[src/rtl/chunked_adder.sv]
// Multi-cycle adder/subtractor: adds CHUNK bits per clock, LSB slice first,
// carrying the partial carry between cycles; start/busy/done handshake.
module chunked_adder #(
    parameter int WIDTH = 32,
    parameter int CHUNK = 8
) (
    input  logic             clk,
    input  logic             reset,
    input  logic             start,
    input  logic             sub,
    input  logic [WIDTH-1:0] a,
    input  logic [WIDTH-1:0] b,
    input  logic             cin,
    output logic             busy,
    output logic             done,
    output logic [WIDTH-1:0] z,
    output logic             cout,
    output logic             ovf,
    output logic [1:0]       dbg_state
);

    localparam int N  = WIDTH / CHUNK;
    localparam int IW = (N > 1) ? $clog2(N) : 1;

    localparam logic [1:0] IDLE = 2'd0;
    localparam logic [1:0] RUN  = 2'd1;
    localparam logic [1:0] DONE = 2'd2;

    logic [1:0]       state;
    logic [WIDTH-1:0] a_reg;
    logic [WIDTH-1:0] b_reg;
    logic             carry;
    logic [IW-1:0]    idx;

    int               base;
    logic [CHUNK-1:0] a_slice;
    logic [CHUNK-1:0] b_slice;
    logic [CHUNK:0]   slice_sum;
    logic             last_slice;

    // Handshake: start is accepted on any edge where busy = 0 (IDLE or DONE);
    // operands are sampled on that edge only, and done pulses for one cycle
    // when z/cout/ovf are valid. They then hold until the next accept.
    assign busy      = (state == RUN);
    assign done      = (state == DONE);
    assign dbg_state = state;

    always_comb begin
        base       = int'(idx) * CHUNK;
        a_slice    = a_reg[base +: CHUNK];
        b_slice    = b_reg[base +: CHUNK];
        slice_sum  = {1'b0, a_slice} + {1'b0, b_slice} + {{CHUNK{1'b0}}, carry};
        last_slice = (idx == IW'(N - 1));
    end

    always_ff @(posedge clk) begin
        if (reset) begin
            state <= IDLE;
            a_reg <= '0;
            b_reg <= '0;
            carry <= 1'b0;
            idx   <= '0;
            z     <= '0;
            cout  <= 1'b0;
            ovf   <= 1'b0;
        end else begin
            case (state)
                IDLE, DONE: begin
                    if (start) begin
                        // Subtract as a + ~b + 1, so cout = 1 means no borrow.
                        a_reg <= a;
                        b_reg <= sub ? ~b : b;
                        carry <= sub ? 1'b1 : cin;
                        idx   <= '0;
                        z     <= '0;
                        state <= RUN;
                    end else begin
                        state <= IDLE;
                    end
                end
                RUN: begin
                    z[base +: CHUNK] <= slice_sum[CHUNK-1:0];
                    carry            <= slice_sum[CHUNK];
                    if (last_slice) begin
                        idx   <= '0;
                        cout  <= slice_sum[CHUNK];
                        ovf   <= (a_reg[WIDTH-1] == b_reg[WIDTH-1]) &&
                                 (slice_sum[CHUNK-1] != a_reg[WIDTH-1]);
                        state <= DONE;
                    end else begin
                        idx <= idx + 1'b1;
                    end
                end
                default: state <= IDLE;
            endcase
        end
    end

endmodule

[config.mk]
export PLATFORM = sky130hd
export DESIGN_NAME = chunked_adder
export DESIGN_NICKNAME = d
export VERILOG_FILES = /design/src/rtl/chunked_adder.sv
export SDC_FILE = /design/constraint.sdc
export NUM_CORES = 1
export LEC_CHECK = 0
export CAP_MARGIN = 30
export CORE_UTILIZATION = 30
export CTS_CLUSTER_SIZE = 25
export DETAILED_ROUTE_END_ITERATION = 6
export HOLD_SLACK_MARGIN = 0.02
export PLACE_DENSITY_LB_ADDON = 0.05
export SLEW_MARGIN = 20
export SYNTH_ARGS = -nofsm -noshare
export SYNTH_HDL_FRONTEND = slang
export SYNTH_SLANG_ARGS = --single-unit
[constraint.sdc]
create_clock -name clk -period 3.5 [get_ports clk]
set_input_delay 0.7 -clock clk [delete_from_list [all_inputs] [get_ports clk]]
set_output_delay 0.7 -clock clk [all_outputs]
set_load 0.05 [all_outputs]
Word level (Yosys, flattened, before mapping):

Index checks and enable logic that the tools add are counted.

* flip-flop bits (word level): 103
* latch bits: 0
* bits in writable memories: 0
* ROM bits: 0
* input port bits: 69
* output and inout port bits: 38
* memories: 0

* add/sub/neg operators: 4
* $mul: 0
* divide/modulo/power cells: 0
* order comparisons: 0
* eq/ne operators: 7
* shift operators: 4
* multiplexer cells: 13
* bitwise gates (word level): 1
* reduce and logical (&&, ||, !) cells: 7

Operators with widths (count)
* $mux W32: 2
* $pmux W32 S2: 1
* $shiftx A32 B6 Y8: 2
* $neg A5 Y33: 1
* $shift A8 B33 Y32 const A: 1
* $shiftx A8 B33 Y32: 1
* $bwmux W32: 1
* $not A32 Y32: 1
* $add A8 B8 Y9: 1
* $add A9 B1 Y9: 1
* $pmux W2 S2: 2
* $mux W2: 3
* $reduce_and A2 Y1: 3
* $eq A2 B2 Y1 const B: 2
* $mux W1: 3
* $add A2 B1 Y2 const B: 1
* $eq A2 B1 Y1 const B: 1
* $logic_not A2 Y1: 1
* $ne A2 B1 Y1 const B: 1
* $ne A2 B2 Y1 const B: 1
* $pmux W1 S2: 1
* $reduce_bool A2 Y1: 1
* $reduce_or A2 Y1: 1
* $eq A1 B1 Y1: 1
* 2 further kinds: 2

Logic depth before layout (Yosys ltp):

* depth in word-level cells: 6
* depth in mapped cells: 11
* gate-level depth less buffers: 9

Worst setup path after synthesis:

OpenSTA, ideal clock, no wires.

* kind: reg2reg
* from: reg idx[1]
* to: reg carry
* library setup time: 133 ps
* arrival: 2833 ps
* data required time: 3367 ps
* setup slack: 535 ps
* stages on the path, launching flop included: 12
* path buffers: 2
* cell sequence: dfxtp_1 -> buf_2 -> clkbuf_1 -> mux4_2 -> fa_1 -> inv_1 -> fa_1 -> nor2b_1 -> o31a_2 -> o41a_1 -> o21ai_1 -> a31oi_1

* longest elaborated chain between the ends: 4
* elaborated cells on any way between the ends: 5
* classes of those cells: add/sub: 2; shift: 2; mux: 1

RTL lines
* start, declared: line 33 `logic [IW-1:0] idx;`
* start signal, assigned: line 91 `idx <= idx + 1'b1;`
* $shiftx A32 B6 Y8 (on tied branches): line 50, 51
* $add A8 B8 Y9 (*): line 52 `slice_sum = {1'b0, a_slice} + {1'b0, b_slice} + {{CHUNK{1'b0}}, carry};`
* $add A9 B1 Y9 (*): line 52
* $pmux W1 S2 (*): line 67 `case (state)`
* end signal, assigned: line 73 `carry <= sub ? 1'b1 : cin;`
* end signal, assigned: line 83 `carry <= slice_sum[CHUNK];`
* end, declared: line 32 `logic carry;`

Mark *: on every way between the ends. The rest lies on a longest branch, timed or not.
A chain may end at the register's enable or synchronous reset.

Worst setup path after layout:

* from: reg idx[0]
* to: reg ovf

* longest elaborated chain between the ends: 5
* elaborated cells on any way between the ends: 8
* classes of those cells: add/sub: 2; eq/ne: 2; shift: 2; reduce/logical: 2

RTL lines
* $shiftx A32 B6 Y8 (on tied branches): line 50, 51
* $add A8 B8 Y9: line 52
* $add A9 B1 Y9: line 52
* $ne A1 B1 Y1: line 88 `(slice_sum[CHUNK-1] != a_reg[WIDTH-1]);`
* $logic_and A1 B1 Y1: line 87 `ovf <= (a_reg[WIDTH-1] == b_reg[WIDTH-1]) &&`
* end signal, assigned: line 87
* end, declared: line 18 `output logic ovf,`

Several ways; a longest one is shown, not always the timed one.

==> metrics.md <==
| Metric | Value |
|---|---|
| Outcome | complete, no violations |
| Seq/Total Area, Yosys | a little over two fifths |
| Vias in the first global route | between 3000 and 4000 |
| Clock latency on the worst-skew pair | 0.35 ns |
| First drt pass iteration count | 4 |
| Worst hold slack | between 0.4 and 0.5 ns |
| Row cnt | 45 |
| Initial antenna violation count | 0 |
| Critical Path End Type | register |
| Final Critical Period | 2.87 ns |
| Number of distinct library cells after synthesis | 42 |
| Global-route wire length before repair | 20.3 mm |
| Leakage | approximately 0.0022 uW |
| PortBufs | between 100 and 150 |
| Post-synth EDFFs | 0 |
| R2R Path Start | idx[0] |
| Most frequent cells in the layout | clkdlybuf4s50_1 (104), dfxtp_1 (103), nand2_1 (72), nor2_1 (69), a21oi_1 (42) |
| Reg2Reg Setup Slack | 0.63 ns |
| # hold bufs at CTS | 0 |
| Unrepaired setup endpoints after global routing | no |
| Area Growth Syn to Fin | 33.4% |
| Hold WC Path Type | register to register |
| Dpl ws | approximately 0.61 ns |
| Initial core utilization | a little under a third |
| Pins Over Slew Limit | 0 |
| Pin count of the biggest net entering global routing | 92 |
| DPL Wire Length | 9.22 mm |
| Worst Clk Skew | 0.00550 ns |
| Final setup violation count | 0 |
| Final Wtd Congestion | ~0.78 |
| Yosys reg bits | roughly 100 |
| Synth warnings | 0 |
| Final setup margin | about 0.63 ns |
| Most common cell after layout, fill and taps aside | clkdlybuf4s50_1 |
| Critical path startpoint category | register |
| Num CTS Buffers | 9 |
| Hold Path End | a_reg[3] |
| CTS tree | built |
| Ports | between 100 and 150 |
| WS Path Type | register to register |
| Ys async rst share | 0% |
| Share of cells above drive strength 1 | under 10% |
| Cell area after synthesis | 4690 sq um |
| TritonCTS sink count | approximately 100 |
| Worst-path clk slew | 0.07 ns |
| Worst vdd ir | between 200 and 250 uV |
| Max-Cap Viols | 0 |
| Avg WL per Cell | approximately 16 um |
| Final hold vios | 0 |
| Most common flop cell mapped by yosys | dfxtp_1 |
| Root buffer cell | clkbuf_16 |
| Gr usage total | approximately 16% |
| PD cells | about 480 nW/um^2 |
| Post-CTS setup buffer count | 0 |
| Final Net Count | approximately 700 |
| FMAX | about 350 MHz |
| Final TNS setup | 0 ns |
| DRC Markers | 0 |
| Post-Route WL | 12.5 mm |
| Data required, critical path | 3.77 ns |
| Reg2Reg Depth | 8 |
| PostCTS Resize Cnt | 0 |
| Clk buf depth | 2 |
| Min-Delay Path Depth | 2 |
| FF-to-FF End | ovf |
| Via density | between 4 and 5 |
| Slew @ Worst Pin | between 0.8 and 0.9 ns |
| Mapped Cells | 511 |
| Die ar. | about 16000 sq um |
| Fin crit share | about 82% |
| Die Ht | about 130 um |
| Relative slew slack | a little over two fifths |
| H-tree depth | 3 |
| Worst hold path startpoint | a_reg[3] |
| Syn_nets | ~590 |
| Via count | about 4000 |
| Initial drt markers | roughly 190 |
| Global-route congestion overflow total | 0 |
| Crit-path max FO | 15 |
| Antenna-violating nets left | 0 |
| Arr. time, crit path | ~3.1 ns |
| # diodes | 0 |
| Core area | approximately 15000 sq um |
| Avg Cell Area, Syn | 9.17 sq um |
| Die width | between 100 and 150 um |
## synthesized netlist by cell type, types with 9 or more instances
library cell	n	area share [%]
a211oi_1	34	5.4
a22oi_1	25	4.0
nor2_1	69	5.5
nand2_1	72	5.8
a21oi_1	42	4.5
xnor2_1	35	6.5
ha_1	11	2.9
buf_2	11	1.2
clkbuf_1	20	1.6
dfxtp_1	103	44
mux4_2	16	7.7
inv_1	9	0.72
## cell families (layout without fill, tap and decap cells)
group / after synthesis / count (layout) / synth area share [%]
multiplexers: 17 / 17 / 8.17
XOR/XNOR: 35 / 35 / 6.54
adder cells (fa/ha/maj): 13 / 13 / 3.79
AO/OA/AOI/OAI: 125 / 125 / 17.9
AND/OR/NAND/NOR: 170 / 170 / 15.5
buffers and inverters: 48 / 141 / 4.14
flip-flops: 103 / 103 / 44.0
## worst max path at each step
stage | depth (start not counted) | from | end | slack [ns]
after detailed placement | 8 | idx[0] | ovf | 0.61
after CTS | 8 | idx[0] | ovf | 0.59
final | 8 | idx[0] | ovf | 0.63
after floorplan | 11 | idx[1] | carry | 0.53
after global placement | 8 | idx[0] | ovf | 0.68
after global routing | 8 | idx[0] | ovf | 0.44
## cell type report
class	instances	area (sq um)
clock buffers	11	243
clock inverters	5	105
fillers	1570	8950
inverters	11	41.3
multi-input cells	360	2440
flip-flops and latches	103	2060
well taps	188	235
repair buffers	114	1130
## critical path, stage by stage, from the launching register on
cell,delay [ns]
dfxtp_1,0.42
buf_4,0.29
mux4_2,0.58
ha_1,0.31
a211oi_1,0.25
o21a_2,0.24
mux2i_4,0.33
nand3_2,0.11
a311oi_2,0.25
## per-stage QoR
step	total power [uW]	std cells	area (sq um)	util (%)
2_1_floorplan	1640	511	4690	-
5_1_grt	3110	792	6250	41.1
6_report	2980	792	6250	41.1
4_1_cts	3010	792	6250	41.1
3_3_place_gp	1850	776	5900	38.8
3_5_place_dp	1850	776	5900	38.8
## per-layer routing
metal  part of all wire [%]  up-vias  global-route usage (%)  routed length, um
met5                      0        -                       0                  0
met2                     50       95                    29.1               6250
met4                    1.1        0                    5.25                136
li1                       -     1961                       -                  -
met1                     45     1826                    19.6               5640
met3                    3.9       10                    3.60                489
## power breakdown
group | switching, uW | total [uW] | internal [uW]
registers | 38.8 | 1280 | 1240
clock network | 442 | 1160 | 719
logic | 301 | 542 | 242
total | 782 | 2980 | 2200
(Power assumes the default switching activity.)
